## src/rtl/button_debounce_4ch.sv

```systemverilog
// Four-channel pushbutton conditioner: 2-flop synchroniser, per-channel debounce FSM, press strobes and key encoder.
// Latency: 2 cycles to sync2, then DEBOUNCE_CYCLES to btn_level/btn_press; key_valid follows btn_press by 1 cycle.
// Backpressure: none, free-running. Every output is registered and sampled every cycle.
//
// Ports:
//   clkin      - system clock, rising edge
//   reset_n    - asynchronous active-low reset
//   btn_raw    - raw asynchronous buttons, bit 0 = a ... bit 3 = d
//   btn_level  - debounced levels for the LED timer a-d inputs
//   btn_press  - one-cycle strobe per channel on an accepted 0->1 transition
//   key_valid  - one-cycle key event strobe
//   key_code   - index of the pressed channel, valid while key_valid = 1
//   multi_err  - one-cycle strobe on simultaneous presses (MULTI_PRESS_REJECT_EN builds only)
//
// Configuration macro: MULTI_PRESS_REJECT_EN
//   defined   - simultaneous presses suppress key_valid and pulse multi_err
//   undefined - simultaneous presses report the lowest index; multi_err tied to 0
module button_debounce_4ch #(
  parameter int DEBOUNCE_CYCLES = 1_000_000
) (
  input  logic       clkin,
  input  logic       reset_n,
  input  logic [3:0] btn_raw,
  output logic [3:0] btn_level,
  output logic [3:0] btn_press,
  output logic       key_valid,
  output logic [1:0] key_code,
  output logic       multi_err
);

  localparam int CNT_W = $clog2(DEBOUNCE_CYCLES);
  localparam logic [CNT_W-1:0] CNT_ONE  = CNT_W'(1);
  localparam logic [CNT_W-1:0] CNT_LAST = CNT_W'(DEBOUNCE_CYCLES - 1);

  typedef enum logic [1:0] {
    IDLE         = 2'd0,
    PRESS_WAIT   = 2'd1,
    HELD         = 2'd2,
    RELEASE_WAIT = 2'd3
  } state_t;

  logic [3:0]       sync1_q, sync2_q;
  state_t           state_q [4];
  state_t           state_d [4];
  logic [CNT_W-1:0] cnt_q   [4];
  logic [CNT_W-1:0] cnt_d   [4];
  logic [3:0]       level_q, level_d;
  logic [3:0]       press_q, press_d;
  logic             key_valid_q, key_valid_d;
  logic [1:0]       key_code_q, key_code_d;
  logic [1:0]       low_idx;

  // Two-flop synchroniser; nothing downstream looks at sync1_q.
  always_ff @(posedge clkin or negedge reset_n) begin
    if (!reset_n) begin
      sync1_q <= '0;
      sync2_q <= '0;
    end else begin
      sync1_q <= btn_raw;
      sync2_q <= sync1_q;
    end
  end

  always_ff @(posedge clkin or negedge reset_n) begin
    if (!reset_n) begin
      for (int i = 0; i < 4; i++) begin
        state_q[i] <= IDLE;
        cnt_q[i]   <= '0;
      end
      level_q <= '0;
      press_q <= '0;
    end else begin
      for (int i = 0; i < 4; i++) begin
        state_q[i] <= state_d[i];
        cnt_q[i]   <= cnt_d[i];
      end
      level_q <= level_d;
      press_q <= press_d;
    end
  end

  // The counter loads 1 on entering a WAIT state, so hitting CNT_LAST
  // means sync2 has held its new value for exactly DEBOUNCE_CYCLES cycles.
  always_comb begin
    level_d = level_q;
    press_d = '0;
    for (int i = 0; i < 4; i++) begin
      state_d[i] = state_q[i];
      cnt_d[i]   = cnt_q[i];
      case (state_q[i])
        IDLE: begin
          cnt_d[i] = '0;
          if (sync2_q[i]) begin
            state_d[i] = PRESS_WAIT;
            cnt_d[i]   = CNT_ONE;
          end
        end
        PRESS_WAIT: begin
          if (!sync2_q[i]) begin
            state_d[i] = IDLE;
            cnt_d[i]   = '0;
          end else if (cnt_q[i] == CNT_LAST) begin
            state_d[i] = HELD;
            cnt_d[i]   = '0;
            level_d[i] = 1'b1;
            press_d[i] = 1'b1;
          end else begin
            cnt_d[i] = cnt_q[i] + CNT_ONE;
          end
        end
        HELD: begin
          cnt_d[i] = '0;
          if (!sync2_q[i]) begin
            state_d[i] = RELEASE_WAIT;
            cnt_d[i]   = CNT_ONE;
          end
        end
        RELEASE_WAIT: begin
          if (sync2_q[i]) begin
            state_d[i] = HELD;
            cnt_d[i]   = '0;
          end else if (cnt_q[i] == CNT_LAST) begin
            state_d[i] = IDLE;
            cnt_d[i]   = '0;
            level_d[i] = 1'b0;
          end else begin
            cnt_d[i] = cnt_q[i] + CNT_ONE;
          end
        end
        default: begin
          state_d[i] = IDLE;
          cnt_d[i]   = '0;
        end
      endcase
    end
  end

  // Lowest set index: scanning downwards lets the lowest bit win.
  always_comb begin
    low_idx = '0;
    for (int i = 3; i >= 0; i--) begin
      if (press_q[i]) low_idx = 2'(i);
    end
  end

`ifdef MULTI_PRESS_REJECT_EN
  logic multi_q, multi_d;
  logic press_any, press_multi;

  assign press_any   = |press_q;
  assign press_multi = |(press_q & (press_q - 4'd1));

  always_comb begin
    key_valid_d = press_any && !press_multi;
    key_code_d  = key_code_q;
    multi_d     = press_multi;
    if (press_any && !press_multi) key_code_d = low_idx;
  end

  always_ff @(posedge clkin or negedge reset_n) begin
    if (!reset_n) multi_q <= 1'b0;
    else          multi_q <= multi_d;
  end

  assign multi_err = multi_q;
`else
  always_comb begin
    key_valid_d = |press_q;
    key_code_d  = key_code_q;
    if (|press_q) key_code_d = low_idx;
  end

  assign multi_err = 1'b0;
`endif

  always_ff @(posedge clkin or negedge reset_n) begin
    if (!reset_n) begin
      key_valid_q <= 1'b0;
      key_code_q  <= '0;
    end else begin
      key_valid_q <= key_valid_d;
      key_code_q  <= key_code_d;
    end
  end

  assign btn_level = level_q;
  assign btn_press = press_q;
  assign key_valid = key_valid_q;
  assign key_code  = key_code_q;

endmodule

```

## config.mk

```make
export PLATFORM = sky130hd
export DESIGN_NAME = button_debounce_4ch
export DESIGN_NICKNAME = d
export VERILOG_FILES = /design/src/rtl/button_debounce_4ch.sv
export SDC_FILE = /design/constraint.sdc
export NUM_CORES = 1
export LEC_CHECK = 0
export BUFFER_PORTS_ARGS = -buffer_cell sky130_fd_sc_hd__buf_2
export CAP_MARGIN = 0
export CORE_AREA = 2 2 96 116
export CTS_CLUSTER_SIZE = 24
export DETAILED_ROUTE_END_ITERATION = 8
export DIE_AREA = 0 0 98 118
export HOLD_SLACK_MARGIN = 0.03
export PLACE_DENSITY = 0.73
export SLEW_MARGIN = 20
export SYNTH_ARGS = -nofsm -noshare
export SYNTH_HDL_FRONTEND = slang
export SYNTH_SLANG_ARGS = --single-unit
```

## constraint.sdc

```tcl
create_clock -name clkin -period 2.7 [get_ports clkin]
set_input_delay 0.54 -clock clkin [delete_from_list [all_inputs] [get_ports clkin]]
set_output_delay 0.54 -clock clkin [all_outputs]
set_load 0.01 [all_outputs]
```

==> flow_metrics.py, run 1 <==
metrics = {
    "worst_setup_path": {
        "r2r-end": "cnt_q[74]$_DFF_PN0_",
        "cp.required_ns": 2.90,
        "slowest_stage": "a211o_1",
        "cp_max_fo": 19,
        "cp_cell_sequence": "or4b_1, nor4_2, a211o_1, nor2_1",
        "critPathCaptureType": "flip-flop",
        "path_class": "reg -> reg",
        "startpoint": "cnt_q[67]$_DFF_PN0_",
        "worst-r2r-setup-slack_ns": 0.57,
        "start_kind": "flip-flop",
        "slowest_delay_ns": 0.58,
        "worst_ep_arrival_time_ns": 2.34,
        "reg2reg_from": "cnt_q[67]$_DFF_PN0_",
        "r2r_cells": 4,
    },
    "floorplan": {
        "start_util": 0.4910,
        "fp.coreArea_um2": 10410,
        "die_h_um": 118,
        "die_x_um": 98,
        "row_count": 41,
        "ios": 18,
        "die_area_um2": 11560,
    },
    "clock_tree": {
        "cts_tree": "yes",
        "ctsRootBufferMaster": "clkbuf_16",
        "clock_sinks": 107,
        "clockBufferDepth": 2,
        "clk_pin_slew_ns": 0.07,
        "clkLatencyLatePin_ns": 0.35,
        "htree_levels": 3,
        "cts_buffers": 9,
        "cts_resized": 0,
        "cts_setup_buffers": 0,
        "cts_hold_buf": 0,
    },
    "sta": {
        "slew_headroom": 0.5314,
        "finalSetupViolCount": 0,
        "tightest_slew_ns": 0.6965,
        "hold_viol_final": 0,
        "fmax_ghz": 0.4689,
        "fin_skew_ns": 0.007432,
        "rsz0062_at_grt": "false",
        "fin_crit_ns": 2.133,
        "hold_ws_ns": 0.2131,
        "slew_viol_final": 0,
        "setup_tns_ns": 0,
        "post-route-period-util": 0.7899,
    },
    "global_routing": {
        "grt_pass1_vias": 3738,
        "track_usage": 0.1734,
        "grt_max_degree": 50,
        "grt_pass1_wl_mm": 16.68,
        "grt_overflow": 0,
        "antenna_found_initial": 0,
    },
    "finish": {
        "area_delta_synth_final_pct": 9.224,
        "fillers": 895,
        "nNetsFinal": 537,
        "antenna-diode-count": 0,
        "drive_above_1_share": 0.09398,
    },
    "detailed_routing": {
        "drtIter0Drc": 194,
        "via_count": 3763,
        "drc_errors": 0,
        "wl_per_cell_um": 14.26,
        "first_pass_iters": 4,
        "postRouteAntennaNets": 0,
        "viasPerCell": 5.693,
        "wirelength_mm": 9.428,
    },
    "hold_path": {
        "hold_class": "in -> async",
    },
    "synthesis": {
        "yosysTopAreaCell": "dfrtp_1",
        "syn_nets": 519,
        "synth_area_leaders": "dfrtp_1, xnor2_1, nor2_1, xor2_1, nand4_1",
        "syn_area_um2": 5114,
        "ys.flop_type": "dfrtp_1",
        "yosys_warnings": 0,
        "synth_most_common_cell": "dfrtp_1",
        "syn_area_per_cell_um2": 10.05,
        "yosys-top-cells-count": "dfrtp_1, nor2_1, xnor2_1",
        "yosys_register_bits": 107,
        "synthArstFlopShare": 1.000,
        "ys_seq_area_frac": 0.5236,
        "synth.top_cell.area_share": 0.5236,
        "synth.distinct_cells": 48,
        "synth_enable_flop_cells": 0,
        "synthCells": 509,
    },
    "status": {
        "status": "finished, final reports clean",
    },
    "placement": {
        "gp_congestion": 0.8312,
        "hpwl_mm": 6.495,
        "port_buffers": 16,
    },
    "pwr": {
        "power_per_cell_area_nw_per_um2": 526.7,
        "ir_drop_mv": 0.4138,
        "p_leak_nw": 2.269,
    },
    "job": {
        "cap_viol_max_count": 0,
    },
}
state kept, by name, indices dropped and copies added, names as in the netlist, named ones only:
name       count
key_code       2
state_q        4
btn_press      4
cnt_q         80
key_valid      1
sync2_q        4
btn_level      4
sync1_q        4
layer usage:
layer  up-vias  track usage  wire length [µm]
met5         -            0                 0
met4         0      0.06858               155
met3        14      0.03622               239
met2        48       0.2860              4658
met1      1848       0.2232              4374
li1       1853            -                 -
cells by family after synthesis:
family          count (synthesis)  synth area share
buf+inv                        38           0.03670
compound gates                 70           0.08319
mux                             3          0.006606
xor+xnor                       52           0.08906
simple gates                  234            0.2503
flops                         107            0.5236
other cells                     1         0.0007333
fa+ha+maj                       4          0.009788
final cells by class:
type	count	area (µm²)	share of cell area
Clock buffer	11	232.7	0.04167
Clock inverter	5	38.79	0.006944
Inverter	23	86.33	0.01546
Multi-Input combinational cell	364	2248	0.4026
Sequential cell	107	2678	0.4794
Tap cell	129	161.4	0.02890
Timing Repair Buffer	22	140.1	0.02509
power by group:
part           internal, mW  switching [mW]  total, mW
combinational        0.0278          0.0651     0.0930
sequential             1.62          0.0195       1.64
clock                 0.630           0.580       1.21
total                  2.28           0.665       2.94
how the worst max path moves through the flow:
stage,slack (ns),cells past startpoint,endpoint
2_1_floorplan,0.71,9,cnt_q[26]$_DFF_PN0_
3_3_place_gp,0.62,4,cnt_q[63]$_DFF_PN0_
3_5_place_dp,0.58,4,cnt_q[74]$_DFF_PN0_
4_1_cts,0.56,4,cnt_q[73]$_DFF_PN0_
5_1_grt,0.37,5,cnt_q[64]$_DFF_PN0_
6_report,0.57,4,cnt_q[74]$_DFF_PN0_
stage by stage:
| step | instance area [µm²] | power [mW] | utilization | cells | setup slack, ns |
|---|---|---|---|---|---|
| 5_1_grt | 5585 | 3.058 | 0.5363 | 661 | 0.3668 |
| 6_report | 5585 | 2.942 | 0.5363 | 661 | 0.5673 |
| 3_3_place_gp | 5314 | 1.762 | 0.5103 | 645 | 0.6242 |
| 2_1_floorplan | 5114 | 1.715 | - | 509 | 0.7141 |
| 4_1_cts | 5585 | 2.983 | 0.5363 | 661 | 0.5621 |
| 3_5_place_dp | 5314 | 1.766 | 0.5103 | 645 | 0.5766 |
cells in the final DEF, fill, tap and decap left out, types with 5 or more instances in the layout:
cell | synthesis | routed
nor4_1 | 8 | 8
and2_1 | 5 | 5
nand2_1 | 26 | 26
nand4_1 | 21 | 21
clkbuf_16 | 0 | 9
o31ai_1 | 6 | 6
a21oi_1 | 25 | 25
o21ai_0 | 20 | 20
xnor2_1 | 32 | 32
or4_1 | 11 | 11
inv_1 | 23 | 23
buf_2 | 6 | 15
and3_1 | 11 | 11
buf_4 | 2 | 6
nor3_1 | 14 | 14
dfrtp_1 | 107 | 107
or3_1 | 17 | 17
and4_1 | 6 | 6
nand3_1 | 26 | 26
xor2_1 | 20 | 20
nor2_1 | 68 | 68
critical path, delay by kind of cell, from the launching register on:
kind | cells | cell delay [ns]
AND/OR/NAND/NOR | 3 | 1.00
flip-flops | 1 | 0.42
AO/OA/AOI/OAI | 1 | 0.58
(Power assumes the default switching activity.)
==> run 2: changes to the inputs <==
--- a/config.mk
+++ b/config.mk
@@ -5,12 +5,13 @@
 export SDC_FILE = /design/constraint.sdc
 export NUM_CORES = 1
 export LEC_CHECK = 0
+export ABC_AREA = 1
 export BUFFER_PORTS_ARGS = -buffer_cell sky130_fd_sc_hd__buf_2
 export CAP_MARGIN = 0
-export CORE_AREA = 2 2 96 116
+export CORE_AREA = 2 2 100 122
 export CTS_CLUSTER_SIZE = 24
 export DETAILED_ROUTE_END_ITERATION = 8
-export DIE_AREA = 0 0 98 118
+export DIE_AREA = 0 0 102 124
 export HOLD_SLACK_MARGIN = 0.03
 export PLACE_DENSITY = 0.73
 export SLEW_MARGIN = 20
==> constraint.sdc (replaced) <==
create_clock -name clkin -period 2 [get_ports clkin]
set_input_delay 0.4 -clock clkin [delete_from_list [all_inputs] [get_ports clkin]]
set_output_delay 0.4 -clock clkin [all_outputs]
set_load 0.01 [all_outputs]
==> run 2 against run 1 <==
Net effect: power rose by 57%; final cell count grew 39%; largest cell class unchanged; highest routed layer unchanged; synthesized area rose by 9.7%; setup slack worse by 0.27 ns.
==> flow_metrics.py, run 2 <==
metrics = {
    "placement": {
        "hpwl_mm": 8.458,
        "place_ws_ns": 0.3151,
        "gp_congestion": 0.9207,
        "placedCellCount": 906,
        "port_buffers": 16,
    },
    "worst_setup_path": {
        "worst-r2r-setup-slack_ns": 0.29,
        "worst_ep_arrival_time_ns": 1.95,
        "critPathCaptureType": "flip-flop",
        "path_class": "reg -> reg",
        "slowest_stage": "dfrtp_1",
        "startpoint": "cnt_q[60]$_DFF_PN0_",
        "cp_max_fo": 19,
        "reg2reg_from": "cnt_q[60]$_DFF_PN0_",
        "r2r_cells": 8,
        "cp.required_ns": 2.24,
        "crit_top_cell": "nand2_1",
        "slowest_delay_ns": 0.41,
        "start_kind": "flip-flop",
        "cp_cell_sequence": "ha_1, nand2_1, nor3_4, nand3_4, nand2_4, nand2_1, nand2_1, nand2_1",
    },
    "clock_tree": {
        "clk_pin_slew_ns": 0.07,
        "cts_tree": "yes",
        "cts_resized": 0,
        "htree_levels": 3,
        "ctsRootBufferMaster": "clkbuf_16",
        "clock_sinks": 107,
        "clockBufferDepth": 2,
        "cts_setup_buffers": 0,
        "cts_hold_buf": 0,
        "cts_buffers": 9,
        "clkLatencyLatePin_ns": 0.34,
    },
    "global_routing": {
        "antenna_found_initial": 0,
        "track_usage": 0.1948,
        "grt_pass1_vias": 4460,
        "grt_overflow": 0,
        "grt_max_degree": 41,
        "grt_pass1_wl_mm": 19.60,
    },
    "floorplan": {
        "fp.coreArea_um2": 11410,
        "die_h_um": 124,
        "ios": 18,
        "start_util": 0.4918,
        "row_count": 43,
        "die_x_um": 102,
        "die_area_um2": 12650,
    },
    "finish": {
        "final_cell_mix": "nor2_1, nand2_1, dfrtp_1",
        "drive_above_1_share": 0.08497,
        "antenna-diode-count": 0,
        "area_delta_synth_final_pct": 11.22,
        "largest_reg_flops": 80,
        "finalNonFillerCells": 922,
        "nNetsFinal": 770,
        "largest_register": "cnt_q",
        "final_common_cell": "nor2_1",
    },
    "detailed_routing": {
        "via_count": 4577,
        "drtIter0Drc": 273,
        "viasPerCell": 4.964,
        "wirelength_mm": 11.30,
        "wl_per_cell_um": 12.26,
        "postRouteAntennaNets": 0,
        "first_pass_iters": 5,
        "drc_errors": 0,
    },
    "sta": {
        "tightest_slew_ns": 0.5037,
        "rsz0062_at_grt": "false",
        "slew_viol_final": 0,
        "setup_slack_ns": 0.2936,
        "slew_headroom": 0.6642,
        "hold_viol_final": 0,
        "fin_crit_ns": 1.706,
        "post-route-period-util": 0.8532,
        "fin_skew_ns": 0.006266,
        "fmax_ghz": 0.5860,
        "finalSetupViolCount": 0,
        "setup_tns_ns": 0,
    },
    "synthesis": {
        "ys.flop_type": "dfrtp_1",
        "synthArstFlopShare": 1.000,
        "synth_most_common_cell": "nor2_1",
        "yosys-top-cells-count": "nor2_1, nand2_1, dfrtp_1",
        "yosys_warnings": 0,
        "yosysTopAreaCell": "dfrtp_1",
        "synth_compound_area_frac": 0.02855,
        "synth_area_leaders": "dfrtp_1, nor2_1, nand2_1, inv_1, xor2_1",
        "synth_enable_flop_cells": 0,
        "ys_seq_area_frac": 0.4774,
        "synth.distinct_cells": 34,
        "syn_nets": 744,
        "post_synth_xor_area_fraction": 0.05777,
        "synthMuxAreaShare": 0,
        "synth.top_cell.area_share": 0.4774,
        "synth_top_family_by_area": "simple AND/OR/NAND/NOR gates",
        "yosys.area_share.simple": 0.3656,
        "syn_area_per_cell_um2": 7.642,
        "synthCells": 734,
        "yosys_register_bits": 107,
        "synthAdderAreaFrac": 0.008923,
        "syn_area_um2": 5609,
    },
    "status": {
        "status": "finished, final reports clean",
    },
    "pwr": {
        "p_leak_nw": 2.751,
        "ir_drop_mv": 0.6297,
        "power_per_cell_area_nw_per_um2": 741.0,
    },
    "job": {
        "cap_viol_max_count": 0,
    },
    "hold_path": {
        "hold_class": "in -> async",
    },
}
run 2: changes by cell type after synthesis, sizes merged, moves of 11 or more:
cell | previous run | this run
nand2 | 26 | 183
inv | 23 | 76
a21oi | 25 | 14
nor2 | 68 | 201
or3 | 19 | 0
nand3 | 29 | 47
xnor2 | 32 | 8
or4 | 13 | 0
and3 | 11 | 0
run 2: worst max-delay path: cells and delay by family, from the launching register on:
kind / cells / cell delay, ns
simple gates: 7 / 0.96
fa+ha+maj: 1 / 0.21
flops: 1 / 0.41
run 2: layer usage:
metal,vias to the layer above,share of wire,track usage
li1,2339,-,-
met1,2130,0.43,0.2447
met2,88,0.51,0.3372
met3,20,0.041,0.03872
met4,0,0.018,0.06333
met5,-,0,0
run 2: worst max-delay path by stage:
stage	slack (ns)	end
floorplan	0.54	cnt_q[72]$_DFF_PN0_
global placement	0.38	flip-flop
detailed placement	0.32	flip-flop
CTS	0.29	cnt_q[76]$_DFF_PN0_
global route	0.08	cnt_q[79]$_DFF_PN0_
finish	0.29	flip-flop
run 2: through the flow:
step,power [mW],utilization,hold WS [ns],area (µm²)
4_1_cts,4.676,0.5470,0.04365,6238
3_3_place_gp,2.706,0.5178,0.3327,5906
6_report,4.623,0.5470,0.02551,6238
5_1_grt,4.829,0.5470,0.05993,6238
2_1_floorplan,2.628,-,0.1044,5609
3_5_place_dp,2.732,0.5178,0.3347,5906
run 2: cell families after synthesis:
logic type / Yosys count
compound gates: 29
xor+xnor: 37
fa+ha+maj: 4
buf+inv: 82
flops: 107
other cells: 1
simple gates: 474
run 2: layout make-up:
type | count | area [µm²]
Clock buffer | 10 | 239.0
Clock inverter | 6 | 93.84
Fill cell | 1093 | 5167
Inverter | 76 | 285.3
Multi-Input combinational cell | 545 | 2589
Sequential cell | 107 | 2678
Tap cell | 157 | 196.4
Timing Repair Buffer | 21 | 157.7
run 2: report_power, final:
part | total, mW | internal, mW | leakage, nW | switching, mW
registers | 2.31 | 2.23 | 1.46 | 0.0759
clock network | 1.94 | 1.14 | 0.160 | 0.793
logic | 0.382 | 0.120 | 1.13 | 0.261
==> run 3: changes to the inputs <==
--- a/config.mk
+++ b/config.mk
@@ -13,6 +13,7 @@
 export DETAILED_ROUTE_END_ITERATION = 8
 export DIE_AREA = 0 0 102 124
 export HOLD_SLACK_MARGIN = 0.03
+export MAX_ROUTING_LAYER = met4
 export PLACE_DENSITY = 0.73
 export SLEW_MARGIN = 20
 export SYNTH_ARGS = -nofsm -noshare
==> run 3 against run 2 <==
Net effect: worst hold slack gained 0.13 ns; global-route usage up 1.3 points; sequential share of layout area rose by 0.27 points; clock-buffer cell count is the same; final cell count increased by 0.22%.
==> flow_metrics.py, run 3 (synthesis gave the netlist of run 2 again) <==
metrics = {
    "finish": {
        "antenna-diode-count": 0,
        "fin_area_um2": 6200,
        "largest_reg_flops": 80,
        "final_common_cell": "nor2_1",
        "ff_latch_area_um2": 2678,
        "largest_register": "cnt_q",
        "multi_input_area_um2": 2589,
        "area_delta_synth_final_pct": 10.53,
        "fillers": 1071,
        "drive_above_1_share": 0.08605,
        "nNetsFinal": 772,
        "final_cell_mix": "nor2_1, nand2_1, dfrtp_1",
    },
    "floorplan": {
        "die_area_um2": 12650,
        "die_h_um": 124,
        "ios": 18,
        "row_count": 43,
        "die_x_um": 102,
        "start_util": 0.4918,
        "fp.coreArea_um2": 11410,
    },
    "worst_setup_path": {
        "start_kind": "flip-flop",
        "cp.required_ns": 2.24,
        "critPathCaptureType": "flip-flop",
        "cp_max_fo": 11,
        "worst-r2r-setup-slack_ns": 0.27,
        "path_class": "reg -> reg",
        "r2r_cells": 7,
        "startpoint": "cnt_q[40]$_DFF_PN0_",
        "reg2reg_from": "cnt_q[40]$_DFF_PN0_",
        "r2r-end": "cnt_q[52]$_DFF_PN0_",
        "worst_ep_arrival_time_ns": 1.97,
    },
    "clock_tree": {
        "cts_resized": 0,
        "ctsRootBufferMaster": "clkbuf_16",
        "clockBufferDepth": 2,
        "clk_pin_slew_ns": 0.07,
        "cts_buffers": 9,
        "htree_levels": 3,
        "clock_sinks": 107,
        "cts_tree": "yes",
        "clkLatencyLatePin_ns": 0.35,
    },
    "detailed_routing": {
        "wl_per_cell_um": 12.37,
        "via_count": 4618,
        "postRouteAntennaNets": 0,
        "drtIter0Drc": 284,
        "drc_errors": 0,
        "viasPerCell": 4.998,
        "first_pass_iters": 4,
        "wirelength_mm": 11.43,
    },
    "pwr": {
        "power_per_cell_area_nw_per_um2": 709.3,
        "p_leak_nw": 2.725,
        "p_total_mw": 4.397,
        "power_frac_seq": 0.524,
        "p_comb_frac": 0.087,
        "power_frac_clock": 0.389,
        "ir_drop_mv": 0.5535,
        "switching_share": 0.2632,
        "p_int_mw": 3.240,
        "p_sw_mw": 1.158,
    },
    "sta": {
        "post-route-period-util": 0.8653,
        "setup_tns_ns": 0,
        "slew_viol_final": 0,
        "fmax_ghz": 0.5778,
        "rsz0062_at_grt": "false",
        "hold_viol_final": 0,
        "fin_crit_ns": 1.731,
        "fin_skew_ns": 0.007348,
        "finalSetupViolCount": 0,
    },
    "placement": {
        "gp_congestion": 0.9342,
        "place_area_um2": 5901,
        "port_buffers": 16,
        "hpwl_mm": 8.659,
    },
    "hold_path": {
        "hp-start": "btn_raw[2]",
        "hold_end": "sync1_q[2]$_DFF_PN0_",
        "min_delay_path_depth": 1,
        "hold_class": "in -> reg",
    },
    "job": {
        "cap_viol_max_count": 0,
    },
    "status": {
        "status": "finished, final reports clean",
    },
    "global_routing": {
        "grt_overflow": 0,
        "grt_max_degree": 45,
        "antenna_found_initial": 0,
        "grt_pass1_vias": 4592,
        "grt_pass1_wl_mm": 20.28,
        "track_usage": 0.2081,
    },
}
[run 3: worst max-delay path, cell delays in order, from the launching register on]
cell     delay, ns
dfrtp_1       0.40
ha_1          0.25
nand3_2       0.18
nor2_4        0.20
nand3_1       0.14
nand2_2       0.22
buf_4         0.19
nor2_1        0.05
[run 3: worst max path at each step]
stage	to	slack [ns]
floorplan	cnt_q[72]$_DFF_PN0_	0.54
global placement	flip-flop	0.37
detailed placement	cnt_q[59]$_DFF_PN0_	0.30
CTS	cnt_q[78]$_DFF_PN0_	0.29
global route	cnt_q[79]$_DFF_PN0_	0.09
finish	cnt_q[52]$_DFF_PN0_	0.27
[run 3: metrics by stage]
stage	hold WS, ns	cells	worst slack [ns]	util
6_report	0.1515	924	0.2694	0.5436
5_1_grt	0.1402	924	0.08748	0.5436
4_1_cts	0.1405	924	0.2852	0.5436
3_5_place_dp	0.3387	907	0.3005	0.5173
3_3_place_gp	0.3330	907	0.3709	0.5173
2_1_floorplan	0.1044	734	0.5443	-
[run 3: area by class of cell]
class	count	share of cell area
flip-flops and latches	107	0.4319
well taps	157	0.03169
multi-input cells	545	0.4176
repair buffers	23	0.02624
clock buffers	10	0.03855
clock inverters	6	0.008073
inverters	76	0.04601
[run 3: what timing repair did]
item / CTS / global route
hold endpoints to repair: 32 / 0
setup buffers: 0 / 0
endpoints found under the setup margin: 0 / 0
hold buffers: 1 / 0
[run 3: power by group through the flow]
stage | clock (mW) | combinational [mW] | sequential, mW
floorplan | 0 | 0.312 | 2.32
finish | 1.71 | 0.381 | 2.31
CTS | 1.75 | 0.389 | 2.30
global route | 1.83 | 0.454 | 2.32
global placement | 0 | 0.368 | 2.34
detailed placement | 0 | 0.388 | 2.35
[run 3: routing by layer]
| layer | part of all wire | vias up | track usage |
|---|---|---|---|
| met1 | 0.44 | 2182 | 0.2467 |
| met4 | 0.019 | 0 | 0.08167 |
| met5 | 0 | - | - |
| met2 | 0.50 | 68 | 0.3499 |
| li1 | - | 2347 | - |
| met3 | 0.034 | 21 | 0.04097 |
